File: config.mk
export PLATFORM = sky130hd
export DESIGN_NAME = intr_entry_seq_flat
export DESIGN_NICKNAME = d
export VERILOG_FILES = /design/src/rtl/intr_pkg.sv /design/src/rtl/intr_entry_seq_if.sv /design/src/rtl/intr_msr_mask.sv /design/src/rtl/intr_entry_seq.sv /design/src/flat_wrapper.sv
export SDC_FILE = /design/constraint.sdc
export NUM_CORES = 1
export LEC_CHECK = 0
export CAP_MARGIN = 20
export CELL_PAD_IN_SITES_DETAIL_PLACEMENT = 1
export CELL_PAD_IN_SITES_GLOBAL_PLACEMENT = 1
export CORE_ASPECT_RATIO = 0.9
export CORE_MARGIN = 8
export CORE_UTILIZATION = 31
export DETAILED_ROUTE_END_ITERATION = 16
export PLACE_DENSITY = 0.87
export SLEW_MARGIN = 5
export SYNTH_ARGS = -nofsm -noshare
export SYNTH_HDL_FRONTEND = slang
export SYNTH_SLANG_ARGS = --single-unit
File: constraint.sdc
create_clock -name clk -period 5.5 [get_ports clk]
set_clock_uncertainty 0.1 [all_clocks]
set_input_delay 1.1 -clock clk [delete_from_list [all_inputs] [get_ports clk]]
set_output_delay 1.1 -clock clk [all_outputs]
set_load 0.01 [all_outputs]
File: src/rtl/intr_pkg.sv
// Shared interrupt definitions: exception codes, MSR bit positions, entry-sequencer state encoding.
// MSR bit indices use big-endian numbering (bit 0 = MSB), matching the [0:31] buses.
package intr_pkg;

    localparam int EXC_W = 4;

    localparam logic [EXC_W-1:0] EXC_NONE = 4'd0;
    localparam logic [EXC_W-1:0] EXC_DSI  = 4'd2;
    localparam logic [EXC_W-1:0] EXC_ISI  = 4'd3;
    localparam logic [EXC_W-1:0] EXC_DEV0 = 4'd4;
    localparam logic [EXC_W-1:0] EXC_PROG = 4'd6;
    localparam logic [EXC_W-1:0] EXC_SC   = 4'd8;
    localparam logic [EXC_W-1:0] EXC_DEV1 = 4'd10;
    localparam logic [EXC_W-1:0] EXC_DTLB = 4'd13;
    localparam logic [EXC_W-1:0] EXC_ITLB = 4'd14;

    localparam int MSR_EE = 16;
    localparam int MSR_PR = 17;
    localparam int MSR_IS = 26;
    localparam int MSR_DS = 27;

    typedef enum logic [2:0] {
        ST_IDLE,
        ST_DRAIN,
        ST_SAVE,
        ST_VECTOR,
        ST_ACK,
        ST_RFI
    } state_t;

    // Faults re-execute the instruction; traps and device interrupts resume after it.
    function automatic logic srr0_takes_next(input logic [EXC_W-1:0] code);
        case (code)
            EXC_DSI, EXC_ISI, EXC_PROG, EXC_DTLB, EXC_ITLB: return 1'b0;
            EXC_SC, EXC_DEV0, EXC_DEV1:                     return 1'b1;
            default:                                        return 1'b0;
        endcase
    endfunction

endpackage

File: src/rtl/intr_entry_seq_if.sv
// Interrupt-system/pipeline side of the entry sequencer; master = sequencer, slave = environment.
interface intr_entry_seq_if #(parameter int EXC_W = intr_pkg::EXC_W);

    logic [EXC_W-1:0] excepCode;
    logic [0:31]      intrEntryAddr;
    logic [0:31]      pc_cur;
    logic [0:31]      pc_next;
    logic             pipe_empty;
    logic [0:31]      MSR;
    logic [0:31]      SRR0;
    logic [0:31]      SRR1;
    logic             rfi_req;

    logic             stall;
    logic             flush;
    logic             srr0_wr;
    logic             srr1_wr;
    logic [0:31]      srr0_wd;
    logic [0:31]      srr1_wd;
    logic             msr_wr;
    logic [0:31]      msr_wd;
    logic             npc_wr;
    logic [0:31]      npc;
    logic             ack;

    modport master (
        input  excepCode, intrEntryAddr, pc_cur, pc_next, pipe_empty,
               MSR, SRR0, SRR1, rfi_req,
        output stall, flush, srr0_wr, srr1_wr, srr0_wd, srr1_wd,
               msr_wr, msr_wd, npc_wr, npc, ack
    );

    modport slave (
        output excepCode, intrEntryAddr, pc_cur, pc_next, pipe_empty,
               MSR, SRR0, SRR1, rfi_req,
        input  stall, flush, srr0_wr, srr1_wr, srr0_wd, srr1_wd,
               msr_wr, msr_wd, npc_wr, npc, ack
    );

endinterface

File: src/rtl/intr_msr_mask.sv
// Entry MSR value: clears EE, PR, IS, DS and keeps every other bit. Combinational, no backpressure.
module intr_msr_mask
    import intr_pkg::*;
(
    input  logic [0:31] msr,
    output logic [0:31] msr_masked
);

    always_comb begin
        msr_masked         = msr;
        msr_masked[MSR_EE] = 1'b0;
        msr_masked[MSR_PR] = 1'b0;
        msr_masked[MSR_IS] = 1'b0;
        msr_masked[MSR_DS] = 1'b0;
    end

endmodule

File: src/rtl/intr_entry_seq.sv
// Interrupt entry (drain, save SRRs, mask MSR, vector, ack) and rfi return sequencer.
// Entry takes 4 cycles plus one per cycle without pipe_empty; rfi takes 1; stall held outside IDLE.
module intr_entry_seq
    import intr_pkg::*;
#(
    parameter int EXC_W = intr_pkg::EXC_W
) (
    input  logic              clk,
    input  logic              rst,
    intr_entry_seq_if.master  bus
);

    state_t           state_q;
    state_t           state_d;
    logic [EXC_W-1:0] code_q;
    logic [0:31]      pc_cur_q;
    logic [0:31]      pc_next_q;
    // Holds the vector address on entry, or SRR0 on rfi.
    logic [0:31]      tgt_q;
    // Holds MSR on entry, or SRR1 on rfi.
    logic [0:31]      msr_q;
    logic [0:31]      msr_entry;

    logic             stall;
    logic             flush;
    logic             srr0_wr;
    logic             srr1_wr;
    logic [0:31]      srr0_wd;
    logic [0:31]      srr1_wd;
    logic             msr_wr;
    logic [0:31]      msr_wd;
    logic             npc_wr;
    logic [0:31]      npc;
    logic             ack;

    intr_msr_mask u_msr_mask (
        .msr        (msr_q),
        .msr_masked (msr_entry)
    );

    always_ff @(posedge clk) begin
        if (rst) begin
            state_q   <= ST_IDLE;
            code_q    <= '0;
            pc_cur_q  <= '0;
            pc_next_q <= '0;
            tgt_q     <= '0;
            msr_q     <= '0;
        end else begin
            state_q <= state_d;
            if (state_q == ST_IDLE) begin
                if (bus.excepCode != EXC_NONE) begin
                    code_q    <= bus.excepCode;
                    pc_cur_q  <= bus.pc_cur;
                    pc_next_q <= bus.pc_next;
                    tgt_q     <= bus.intrEntryAddr;
                    msr_q     <= bus.MSR;
                end else if (bus.rfi_req) begin
                    tgt_q <= bus.SRR0;
                    msr_q <= bus.SRR1;
                end
            end
        end
    end

    always_comb begin
        state_d = state_q;
        stall   = 1'b0;
        flush   = 1'b0;
        srr0_wr = 1'b0;
        srr1_wr = 1'b0;
        srr0_wd = '0;
        srr1_wd = '0;
        msr_wr  = 1'b0;
        msr_wd  = '0;
        npc_wr  = 1'b0;
        npc     = '0;
        ack     = 1'b0;
        case (state_q)
            ST_IDLE: begin
                // A simultaneous rfi is flushed by the entry, so it is simply dropped.
                if (bus.excepCode != EXC_NONE) state_d = ST_DRAIN;
                else if (bus.rfi_req)          state_d = ST_RFI;
            end
            ST_DRAIN: begin
                stall = 1'b1;
                flush = 1'b1;
                if (bus.pipe_empty) state_d = ST_SAVE;
            end
            ST_SAVE: begin
                stall   = 1'b1;
                srr0_wr = 1'b1;
                srr1_wr = 1'b1;
                msr_wr  = 1'b1;
                srr0_wd = srr0_takes_next(code_q) ? pc_next_q : pc_cur_q;
                srr1_wd = msr_q;
                msr_wd  = msr_entry;
                state_d = ST_VECTOR;
            end
            ST_VECTOR: begin
                stall   = 1'b1;
                npc_wr  = 1'b1;
                npc     = tgt_q;
                state_d = ST_ACK;
            end
            ST_ACK: begin
                stall   = 1'b1;
                ack     = 1'b1;
                state_d = ST_IDLE;
            end
            ST_RFI: begin
                stall   = 1'b1;
                flush   = 1'b1;
                msr_wr  = 1'b1;
                msr_wd  = msr_q;
                npc_wr  = 1'b1;
                npc     = tgt_q;
                state_d = ST_IDLE;
            end
            default: state_d = ST_IDLE;
        endcase
    end

    assign bus.stall   = stall;
    assign bus.flush   = flush;
    assign bus.srr0_wr = srr0_wr;
    assign bus.srr1_wr = srr1_wr;
    assign bus.srr0_wd = srr0_wd;
    assign bus.srr1_wd = srr1_wd;
    assign bus.msr_wr  = msr_wr;
    assign bus.msr_wd  = msr_wd;
    assign bus.npc_wr  = npc_wr;
    assign bus.npc     = npc;
    assign bus.ack     = ack;

endmodule
File: src/flat_wrapper.sv
// flat-port wrapper written by rule: the top's interface ports become plain ports
module intr_entry_seq_flat import intr_pkg::*;
#(
    parameter int EXC_W = intr_pkg::EXC_W
)
  (clk, rst, bus_excepCode, bus_intrEntryAddr, bus_pc_cur, bus_pc_next, bus_pipe_empty, bus_MSR, bus_SRR0, bus_SRR1, bus_rfi_req, bus_stall, bus_flush, bus_srr0_wr, bus_srr1_wr, bus_srr0_wd, bus_srr1_wd, bus_msr_wr, bus_msr_wd, bus_npc_wr, bus_npc, bus_ack);
  intr_entry_seq_if #(.EXC_W(EXC_W)) bus_i ();
  input  logic clk;
  input  logic rst;
  input wire logic [$bits(bus_i.excepCode)-1:0] bus_excepCode;
  input wire logic [$bits(bus_i.intrEntryAddr)-1:0] bus_intrEntryAddr;
  input wire logic [$bits(bus_i.pc_cur)-1:0] bus_pc_cur;
  input wire logic [$bits(bus_i.pc_next)-1:0] bus_pc_next;
  input wire logic [$bits(bus_i.pipe_empty)-1:0] bus_pipe_empty;
  input wire logic [$bits(bus_i.MSR)-1:0] bus_MSR;
  input wire logic [$bits(bus_i.SRR0)-1:0] bus_SRR0;
  input wire logic [$bits(bus_i.SRR1)-1:0] bus_SRR1;
  input wire logic [$bits(bus_i.rfi_req)-1:0] bus_rfi_req;
  output wire logic [$bits(bus_i.stall)-1:0] bus_stall;
  output wire logic [$bits(bus_i.flush)-1:0] bus_flush;
  output wire logic [$bits(bus_i.srr0_wr)-1:0] bus_srr0_wr;
  output wire logic [$bits(bus_i.srr1_wr)-1:0] bus_srr1_wr;
  output wire logic [$bits(bus_i.srr0_wd)-1:0] bus_srr0_wd;
  output wire logic [$bits(bus_i.srr1_wd)-1:0] bus_srr1_wd;
  output wire logic [$bits(bus_i.msr_wr)-1:0] bus_msr_wr;
  output wire logic [$bits(bus_i.msr_wd)-1:0] bus_msr_wd;
  output wire logic [$bits(bus_i.npc_wr)-1:0] bus_npc_wr;
  output wire logic [$bits(bus_i.npc)-1:0] bus_npc;
  output wire logic [$bits(bus_i.ack)-1:0] bus_ack;
  assign bus_i.excepCode = bus_excepCode;
  assign bus_i.intrEntryAddr = bus_intrEntryAddr;
  assign bus_i.pc_cur = bus_pc_cur;
  assign bus_i.pc_next = bus_pc_next;
  assign bus_i.pipe_empty = bus_pipe_empty;
  assign bus_i.MSR = bus_MSR;
  assign bus_i.SRR0 = bus_SRR0;
  assign bus_i.SRR1 = bus_SRR1;
  assign bus_i.rfi_req = bus_rfi_req;
  assign bus_stall = bus_i.stall;
  assign bus_flush = bus_i.flush;
  assign bus_srr0_wr = bus_i.srr0_wr;
  assign bus_srr1_wr = bus_i.srr1_wr;
  assign bus_srr0_wd = bus_i.srr0_wd;
  assign bus_srr1_wd = bus_i.srr1_wd;
  assign bus_msr_wr = bus_i.msr_wr;
  assign bus_msr_wd = bus_i.msr_wd;
  assign bus_npc_wr = bus_i.npc_wr;
  assign bus_npc = bus_i.npc;
  assign bus_ack = bus_i.ack;
  intr_entry_seq #(.EXC_W(EXC_W)) u_core (.clk(clk), .rst(rst), .bus(bus_i));
endmodule
==> out/metrics.csv, run 1 <==
metric;value;unit
outcome;completed;
P_int;2080;uW
Critical Path RT;4.30;ns
power share of the clock group;0.393;
CTS sink count;136;
CTS tree;yes;
Finished Cell Area;0.0109;mm2
ys async rst share;0;
Synth Flop Type;dfxtp_1;
Switch Pwr;842;uW
critical path type;register to output pin;
clk_lat worst skew;0.41;ns
Area growth syn-to-layout;59.1;%
post-cts sizing count;0;
Reg power frac;0.399;
# fillers;2563;
grt total ovfl;0;
post-layout util;0.502;
Final Hold Vio Count;0;
switching part of the total power;0.288;
Final GP Congestion;0.779;
cts hold-fix bufs;0;
synthesized flop and latch total;136;
die area;0.0271;mm2
final setup violation count;0;
worst r2r dst;u_core.msr_q[6];
# IOs;335;
vias in the first global route;7727;
first-pass GRT wire length;43.5;mm
initial antenna violation count;2;
fin crit share;0.798;
nets@finish;1350;
Reg area;0.00272;mm2
Setup Buffers After CTS;0;
placed cell area;0.0103;mm2
Detailed Routing Iterations Pass 1;4;
setup_tns;0;ns
syn_nets;1068;
most frequent cells in the layout;clkdlybuf4s50_1 (333), nand2_1 (262), dfxtp_1 (135);
peak supply drop;0.000173;V
Max-slew headroom;0.234;
commonest non-fill, non-tap cell in the layout;clkdlybuf4s50_1;
CP Max Fanout;29;
Avg Cell Area, Syn;7.90;um2
Slew Viols, Final;0;
via/cell ratio;4.90;
worst path arrival time;3.19;ns
library cells used by synthesis;34;
Horiz. Die Dim;173;um
CTS root buf;clkbuf_16;
min Tclk post-route;4.39;ns
ratio of cells with drive above 1 in the final layout;0.0954;
total CTS buffers;17;
mapped cell area;0.00685;mm2
Core ar.;0.0217;mm2
H-tree levels;4;
row count;51;
DP HPWL;20.9;mm
DRT iter0 DRCs;351;
R2R setup slack;2.58;ns
largest net degree at the start of global routing;108;
FF-to-FF path depth;6;
hold slack;0.353;ns
Vias;7136;
Power Density;268;mW/mm2
Setup crit end;bus_msr_wd[6];
post-detailed-route count of antenna-violating nets;0;
HP Class;register to register;
Clock Path Buffers;2;
DRC Markers;0;
mean routed wirelength per cell;19.4;um
Post-synth EDFFs;0;
Comb power frac;0.208;
total of max-cap violations;0;
synth warn;0;
IO buf count;334;
register area share after synthesis;0.397;
CP endpoint kind;output pin;
Design Power;2920;uW
area occupied by multi-input gates;0.00379;mm2
DRT Wirelength;28.2;mm
Least-Margin Pin Slew;1.15;ns
cell leakage power;0.00413;uW
RR Startpoint;u_core.state_q[0];
Setup crit start kind;register;
Critical Path Source;u_core.state_q[2];
CTS clk-pin slew, worst paths;0.06;ns
Synth Instances;868;
Die H;157;um
Max Clk Rate;228;MHz
RSZ-0062 raised after global routing;false;
Starting Density;0.316;
GRT Resource Usage Total;0.201;
-- critical path, cell delays in order, from the launching register on --
cell	delay [ns]
dfxtp_1	0.63
or2_1	0.54
nand2_1	0.67
and2_1	0.43
clkdlybuf4s50_1	0.49
-- cell usage after synthesis (2+ instances only) --
master	n	share of area
nor2_1	102	0.056
dfxtp_1	136	0.40
a21oi_1	67	0.049
inv_1	2	0.0011
nand2_1	263	0.14
buf_4	6	0.0066
mux2i_1	33	0.048
a211oi_1	2	0.0022
o21ai_0	3	0.0022
buf_6	3	0.0049
a311oi_1	4	0.0051
and3_1	36	0.033
a311oi_2	60	0.13
clkbuf_1	55	0.030
and2_1	62	0.057
buf_2	16	0.012
-- sequential cells by signal, indices dropped and copies added (netlist names), named ones only --
signal and count:
u_core.code_q 4, u_core.msr_q 32, u_core.pc_cur_q 32, u_core.pc_next_q 32, u_core.state_q 3, u_core.tgt_q 32
-- worst min-delay path by stage --
stage               cells past startpoint              endpoint            startpoint
global route                            2  u_core.pc_next_q[14]  u_core.pc_next_q[14]
global placement                        2    u_core.pc_cur_q[9]    u_core.pc_cur_q[9]
finish                                  2   u_core.pc_next_q[4]   u_core.pc_next_q[4]
floorplan                               2    u_core.pc_cur_q[0]    u_core.pc_cur_q[0]
CTS                                     2   u_core.pc_next_q[4]   u_core.pc_next_q[4]
detailed placement                      2   u_core.pc_next_q[4]   u_core.pc_next_q[4]
-- power by group through the flow --
stage / clock (uW) / combinational, uW / sequential (uW)
finish: 1150 / 609 / 1170
global route: 1220 / 669 / 1180
CTS: 1180 / 618 / 1170
detailed placement: 0 / 615 / 1190
global placement: 0 / 591 / 1180
floorplan: 0 / 373 / 1150
-- routing by layer --
metal,global-route usage,up-vias,part of all wire
met5,0,-,0.00082
met4,0.0480,4,0.014
met3,0.0831,27,0.081
met2,0.361,236,0.50
li1,-,3473,-
met1,0.218,3396,0.40
-- final cells by class --
| cell class | count | share of cell area |
|---|---|---|
| well taps | 291 | 0.0334 |
| clock inverters | 13 | 0.0133 |
| multi-input cells | 649 | 0.348 |
| clock buffers | 19 | 0.0406 |
| inverters | 2 | 0.000689 |
| repair buffers | 344 | 0.314 |
| flip-flops and latches | 136 | 0.250 |
| diodes | 1 | 0.000230 |
-- per-stage QoR --
stage               instances  worst slack, ns
floorplan                 868             2.74
global placement         1421             1.29
detailed placement       1422             1.19
CTS                      1454            0.989
global route             1454            0.810
finish                   1455             1.11
-- logic make-up after synthesis --
kind of cell    share of synthesized area
buf+inv                            0.0549
simple gates                        0.301
flops                               0.397
compound gates                      0.197
mux                                0.0482
xor+xnor                          0.00128
No activity file was read; power rests on OpenSTA's default activity.
==> run 2: changes to the inputs <==
--- a/config.mk
+++ b/config.mk
@@ -10,9 +10,9 @@
 export CELL_PAD_IN_SITES_GLOBAL_PLACEMENT = 1
 export CORE_ASPECT_RATIO = 0.9
 export CORE_MARGIN = 8
-export CORE_UTILIZATION = 31
+export CORE_UTILIZATION = 26
 export DETAILED_ROUTE_END_ITERATION = 16
-export PLACE_DENSITY = 0.87
+export PLACE_DENSITY = 0.78
 export SLEW_MARGIN = 5
 export SYNTH_ARGS = -nofsm -noshare
 export SYNTH_HDL_FRONTEND = slang
==> constraint.sdc (replaced) <==
create_clock -name clk -period 3.5 [get_ports clk]
set_clock_uncertainty 0.1 [all_clocks]
set_input_delay 0.7 -clock clk [delete_from_list [all_inputs] [get_ports clk]]
set_output_delay 0.7 -clock clk [all_outputs]
set_load 0.01 [all_outputs]
==> run 2 against run 1 <==
Largest cell class unchanged. Global-route usage is 3.0 points lower. Register-to-register slack got worse by 1.7 ns. Critical endpoint is now bus_msr_wd[7]. Core utilization decreased by 7.3 points. Highest routed layer is now met4. Critical path depth is 2 higher. Count of clock-buffer cells in the layout grew 1.
==> out/metrics.csv, run 2 (same netlist as run 1, synthesis figures left out) <==
metric;value;unit
post-detailed-route count of antenna-violating nets;0;
Finished Cell Area;0.0112;mm2
Switch Pwr;1350;uW
nets@finish;1361;
Reg power frac;0.381;
Starting Density;0.264;
Worst path top cell family by delay;buffers and inverters;
switching part of the total power;0.285;
clk_lat worst skew;0.42;ns
HP Class;register to register;
Buf+Inv Stages, Crit Path;2;
ratio of cells with drive above 1 in the final layout;0.104;
Horiz. Die Dim;187;um
# fillers;3036;
CTS root buf;clkbuf_16;
Final Hold Vio Count;0;
Clock Path Buffers;2;
Least-Margin Pin Slew;0.773;ns
GRT Resource Usage Total;0.171;
post-cts sizing count;0;
Post-Layout Cell Count;1523;
Final GP Congestion;0.778;
Critical Path Stages;6;
Setup Buffers After CTS;0;
dpl cells;1490;
most frequent cells in the layout;clkdlybuf4s50_1 (333), nand2_1 (262), dfxtp_1 (135);
vias in the first global route;7618;
cts hold-fix bufs;0;
CP endpoint kind;output pin;
Reg area;0.00272;mm2
R2R setup slack;0.84;ns
# IOs;335;
Setup crit start kind;register;
Critical Path Source;u_core.state_q[0];
Vias;7140;
commonest non-fill, non-tap cell in the layout;clkdlybuf4s50_1;
Slowest cell on crit path;clkdlybuf4s50_1;
total of max-cap violations;0;
peak supply drop;0.000282;V
Critical Path RT;2.70;ns
H-tree levels;4;
worst r2r dst;u_core.msr_q[20];
first-pass GRT wire length;43.5;mm
CTS clk-pin slew, worst paths;0.06;ns
IO buf count;334;
fin crit share;0.929;
DRC Markers;0;
total CTS buffers;17;
Area growth syn-to-layout;62.8;%
row count;56;
placed cell area;0.0105;mm2
Max Clk Rate;308;MHz
FF-to-FF path depth;6;
DRT iter0 DRCs;223;
global routing's busiest layer;met2;
critical path, cell by cell;nand2b_1 -> or2_1 -> nand2_1 -> buf_4 -> and2_1 -> clkdlybuf4s50_1;
setup_tns;0;ns
Max-slew headroom;0.485;
min Tclk post-route;3.25;ns
power share of the clock group;0.406;
via/cell ratio;4.69;
largest net degree at the start of global routing;72;
CTS sink count;136;
cell leakage power;0.00423;uW
CTS tree;yes;
CP Max Fanout;29;
slowest stage delay, CP;0.59;ns
die area;0.0318;mm2
Comb power frac;0.213;
DRT Wirelength;27.9;mm
Detailed Routing Iterations Pass 1;4;
Core ar.;0.0260;mm2
GRT met2 Usage;0.291;
area occupied by multi-input gates;0.00379;mm2
Setup crit end;bus_msr_wd[7];
GR Layer Usage met1;0.190;
critical path type;register to output pin;
Power Density;425;mW/mm2
mean routed wirelength per cell;18.3;um
initial antenna violation count;1;
RR Startpoint;u_core.state_q[0];
DP HPWL;20.2;mm
grt total ovfl;0;
final setup violation count;0;
worst path arrival time;2.45;ns
outcome;completed;
met3 usage;0.0800;
RSZ-0062 raised after global routing;false;
Slew Viols, Final;0;
P_int;3390;uW
Die H;170;um
==> run 2: worst register-to-register path, cell delays in order, from the launching register on <==
cell and delay, ns:
dfxtp_1 0.32, buf_4 0.24, nor3_2 0.49, o21a_4 0.72, buf_12 0.32, nor2_1 0.12, a311oi_2 0.25
==> run 2: power groups by stage <==
stage | Clock (uW) | Sequential [uW] | Combinational (uW)
2_1_floorplan | 0 | 1800 | 587
5_1_grt | 2040 | 1820 | 1110
6_report | 1920 | 1810 | 1010
3_5_place_dp | 0 | 1840 | 1020
4_1_cts | 1990 | 1810 | 1020
3_3_place_gp | 0 | 1840 | 996
==> run 2: cell type report <==
cell class / count / share of cell area
diodes: 1 / 0.000224
inverters: 2 / 0.000673
multi-input cells: 649 / 0.340
repair buffers: 355 / 0.321
clock buffers: 20 / 0.0409
well taps: 348 / 0.0390
flip-flops and latches: 136 / 0.244
clock inverters: 12 / 0.0148
==> run 2: worst min path at each step <==
stage                        startpoint                   to  slack, ns  cells after the start
finish              u_core.pc_cur_q[19]  u_core.pc_cur_q[19]       0.35                      2
global route         u_core.pc_cur_q[8]   u_core.pc_cur_q[8]       0.37                      2
CTS                 u_core.pc_cur_q[19]  u_core.pc_cur_q[19]       0.36                      2
detailed placement  u_core.pc_cur_q[19]  u_core.pc_cur_q[19]       0.35                      2
global placement    u_core.pc_next_q[0]  u_core.pc_next_q[0]       0.34                      2
floorplan            u_core.pc_cur_q[0]   u_core.pc_cur_q[0]       0.34                      2
==> run 2: stage by stage <==
| step | worst slack, ns | power (uW) | hold slack, ns | util |
|---|---|---|---|---|
| CTS | 0.169 | 4830 | 0.358 | 0.429 |
| detailed placement | 0.434 | 2860 | 0.349 | 0.405 |
| floorplan | 1.14 | 2390 | 0.336 | - |
| finish | 0.248 | 4740 | 0.353 | 0.429 |
| global placement | 0.510 | 2830 | 0.342 | 0.405 |
| global route | 0.0618 | 4970 | 0.372 | 0.429 |
==> run 2: routing by layer <==
layer,vias to the layer above,part of all wire
met3,22,0.10
met1,3394,0.41
li1,3494,-
met5,-,0
met2,230,0.48
met4,0,0.014
==> run 3: changes to the inputs <==
--- a/config.mk
+++ b/config.mk
@@ -5,14 +5,15 @@
 export SDC_FILE = /design/constraint.sdc
 export NUM_CORES = 1
 export LEC_CHECK = 0
+export ABC_AREA = 1
 export CAP_MARGIN = 20
 export CELL_PAD_IN_SITES_DETAIL_PLACEMENT = 1
 export CELL_PAD_IN_SITES_GLOBAL_PLACEMENT = 1
 export CORE_ASPECT_RATIO = 0.9
 export CORE_MARGIN = 8
-export CORE_UTILIZATION = 26
+export CORE_UTILIZATION = 24
 export DETAILED_ROUTE_END_ITERATION = 16
-export PLACE_DENSITY = 0.78
+export PLACE_DENSITY = 0.77
 export SLEW_MARGIN = 5
 export SYNTH_ARGS = -nofsm -noshare
 export SYNTH_HDL_FRONTEND = slang
==> run 3 against run 2 <==
First-iteration DRC count decreased by 4.9%. Critical endpoint is now bus_srr0_wd[6]. Core utilization decreased by 3.8 points. Die area is 5.4% higher. Synthesized cell count increased by 21%. Flip-flop and latch count did not move. Highest routed layer unchanged. Global-route usage up 0.19 points.
==> out/metrics.csv, run 3 <==
metric;value;unit
Synth area leaders;dfxtp_1 (41%), nor2_1 (13%), nand2_1 (12%);
CTS sink count;136;
Switch Pwr;1560;uW
total of max-cap violations;0;
peak supply drop;0.000309;V
largest family of logic cells by synthesized area;simple AND/OR/NAND/NOR gates;
via/cell ratio;4.57;
mux contribution to synthesized area;0;
nets@finish;1538;
CTS clk-pin slew, worst paths;0.07;ns
IO buf count;334;
Max Clk Rate;307;MHz
Reg area;0.00272;mm2
H-tree levels;4;
library cells used by synthesis;22;
DP HPWL;22.0;mm
top cells by count, synth;nor2_1 (232), nand2_1 (216), dfxtp_1 (136);
Area growth syn-to-layout;61.9;%
hold slack;0.355;ns
Vias;7826;
total CTS buffers;17;
Die H;175;um
clk_lat worst skew;0.40;ns
RSZ-0062 raised after global routing;false;
CP Max Fanout;60;
Reg power frac;0.380;
commonest non-fill, non-tap cell in the layout;clkdlybuf4s50_1;
critical path type;register to output pin;
slowest stage delay, CP;0.58;ns
cell leakage power;0.00442;uW
Least-Margin Pin Slew;0.754;ns
DRT Wirelength;29.5;mm
Comb power frac;0.256;
Finished Cell Area;0.0109;mm2
fin crit share;0.930;
RR Startpoint;u_core.state_q[2];
switching part of the total power;0.318;
post-detailed-route count of antenna-violating nets;0;
min Tclk post-route;3.26;ns
worst path arrival time;2.46;ns
Setup crit start kind;register;
power share of the clock group;0.364;
Avg Cell Area, Syn;6.37;um2
CP endpoint kind;output pin;
initial antenna violation count;1;
first-pass GRT wire length;46.1;mm
Detailed Routing Iterations Pass 1;5;
Final GP Congestion;0.746;
register area share after synthesis;0.406;
Slew Viols, Final;0;
area fraction in compound gates after synthesis;0.174;
setup_tns;0;ns
DRT iter0 DRCs;212;
Core ar.;0.0277;mm2
Hold Path End;u_core.tgt_q[0];
grt total ovfl;0;
post-synthesis simple-gate area fraction;0.310;
most frequent cells in the layout;clkdlybuf4s50_1 (334), nor2_1 (231), nand2_1 (216);
cts hold-fix bufs;0;
placed cell area;0.0103;mm2
DRC Markers;0;
largest net degree at the start of global routing;70;
GRT Resource Usage Total;0.172;
Starting Density;0.242;
ratio of cells with drive above 1 in the final layout;0.0474;
critical path, cell by cell;inv_2 -> nor2_2 -> inv_2 -> buf_6 -> a21oi_1 -> clkdlybuf4s50_1;
final setup violation count;0;
Synth Flop Type;dfxtp_1;
Setup Buffers After CTS;0;
ys async rst share;0;
# IOs;335;
mean routed wirelength per cell;17.2;um
Post-synth EDFFs;0;
Critical Path RT;2.70;ns
Max-slew headroom;0.497;
mapped cell area;0.00670;mm2
Hold Path Stages;2;
Final Hold Vio Count;0;
top-area cell type share of the netlist area;0.406;
CTS root buf;clkbuf_16;
outcome;completed;
min-delay src;u_core.tgt_q[0];
FF-to-FF path depth;10;
row count;58;
HP Class;register to register;
area occupied by multi-input gates;0.00325;mm2
most frequent CP cell;inv_2;
Synth Instances;1052;
R2R setup slack;1.50;ns
most frequent cell after synthesis;nor2_1;
Post-Synth Adder-Cell Area;0;
Power Density;451;mW/mm2
Slowest cell on crit path;clkdlybuf4s50_1;
P_int;3340;uW
syn_nets;1252;
CTS tree;yes;
xor and xnor area share after synthesis;0;
die area;0.0335;mm2
Horiz. Die Dim;192;um
synthesized flop and latch total;136;
Clock Path Buffers;2;
Synth area leader;dfxtp_1;
# fillers;3508;
synth warn;0;
vias in the first global route;8374;
-- run 3: cell count changes after synthesis, moves of 33 or more --
cell,change
a311oi_2,-60
inv_1,+75
and3_1,-36
mux2i_1,-33
o21ai_0,+104
and2_1,-62
nand2_1,-47
nor2_1,+130
nand3_1,+64
-- run 3: metal layers --
layer	wire length [um]	GRT usage
met4	357	0.0375
met5	0	0
met3	2670	0.0705
met2	14100	0.295
met1	12400	0.198
-- run 3: critical path: cells and delay by family, from the launching register on --
family / cells / cell delay [ns]
AO/OA/AOI/OAI: 1 / 0.24
buffers and inverters: 4 / 1.13
flip-flops: 1 / 0.42
AND/OR/NAND/NOR: 1 / 0.24
-- run 3: metrics by stage --
stage	util	instances	power, uW	setup WS (ns)
floorplan	-	1052	2590	1.33
global placement	0.370	1678	3120	0.377
detailed placement	0.370	1679	3170	0.377
CTS	0.391	1711	4990	0.0644
global route	0.392	1712	5200	0.0658
finish	0.392	1712	4900	0.243
-- run 3: worst max path at each step --
| stage | start | endpoint | depth (start not counted) |
|---|---|---|---|
| final | u_core.state_q[1] | bus_srr0_wd[6] | 6 |
| after global routing | u_core.state_q[1] | bus_msr_wd[7] | 7 |
| after CTS | u_core.state_q[1] | bus_srr0_wd[6] | 6 |
| after detailed placement | u_core.state_q[1] | bus_srr0_wd[6] | 6 |
| after global placement | u_core.state_q[2] | bus_srr0_wd[6] | 7 |
| after floorplan | u_core.state_q[1] | bus_msr_wd[0] | 7 |
-- run 3: repair_timing --
item                                   4_1_cts  5_1_grt
resized for setup                            1        5
setup endpoints to repair                   36       29
pin swaps                                    0        0
endpoints found under the hold margin        0        0
-- run 3: area by class of cell --
class,instances,share of cell area
timing repair buffer,349,0.326
clock buffer,19,0.0417
clock inverter,13,0.0110
antenna,1,0.000231
multi-input combinational,751,0.300
tap,360,0.0415
sequential,136,0.251
inverter,83,0.0293
-- run 3: power by group through the flow --
| stage | registers (uW) | logic (uW) | clock network, uW |
|---|---|---|---|
| 2_1_floorplan | 1870 | 719 | 0 |
| 3_3_place_gp | 1890 | 1230 | 0 |
| 3_5_place_dp | 1900 | 1270 | 0 |
| 4_1_cts | 1870 | 1280 | 1840 |
| 5_1_grt | 1890 | 1410 | 1900 |
| 6_report | 1860 | 1250 | 1780 |
-- run 3: cells by family after synthesis --
| logic type | after synthesis |
|---|---|
| AND/OR/NAND/NOR | 521 |
| AO/OA/AOI/OAI | 230 |
| buffers and inverters | 165 |
| flip-flops | 136 |
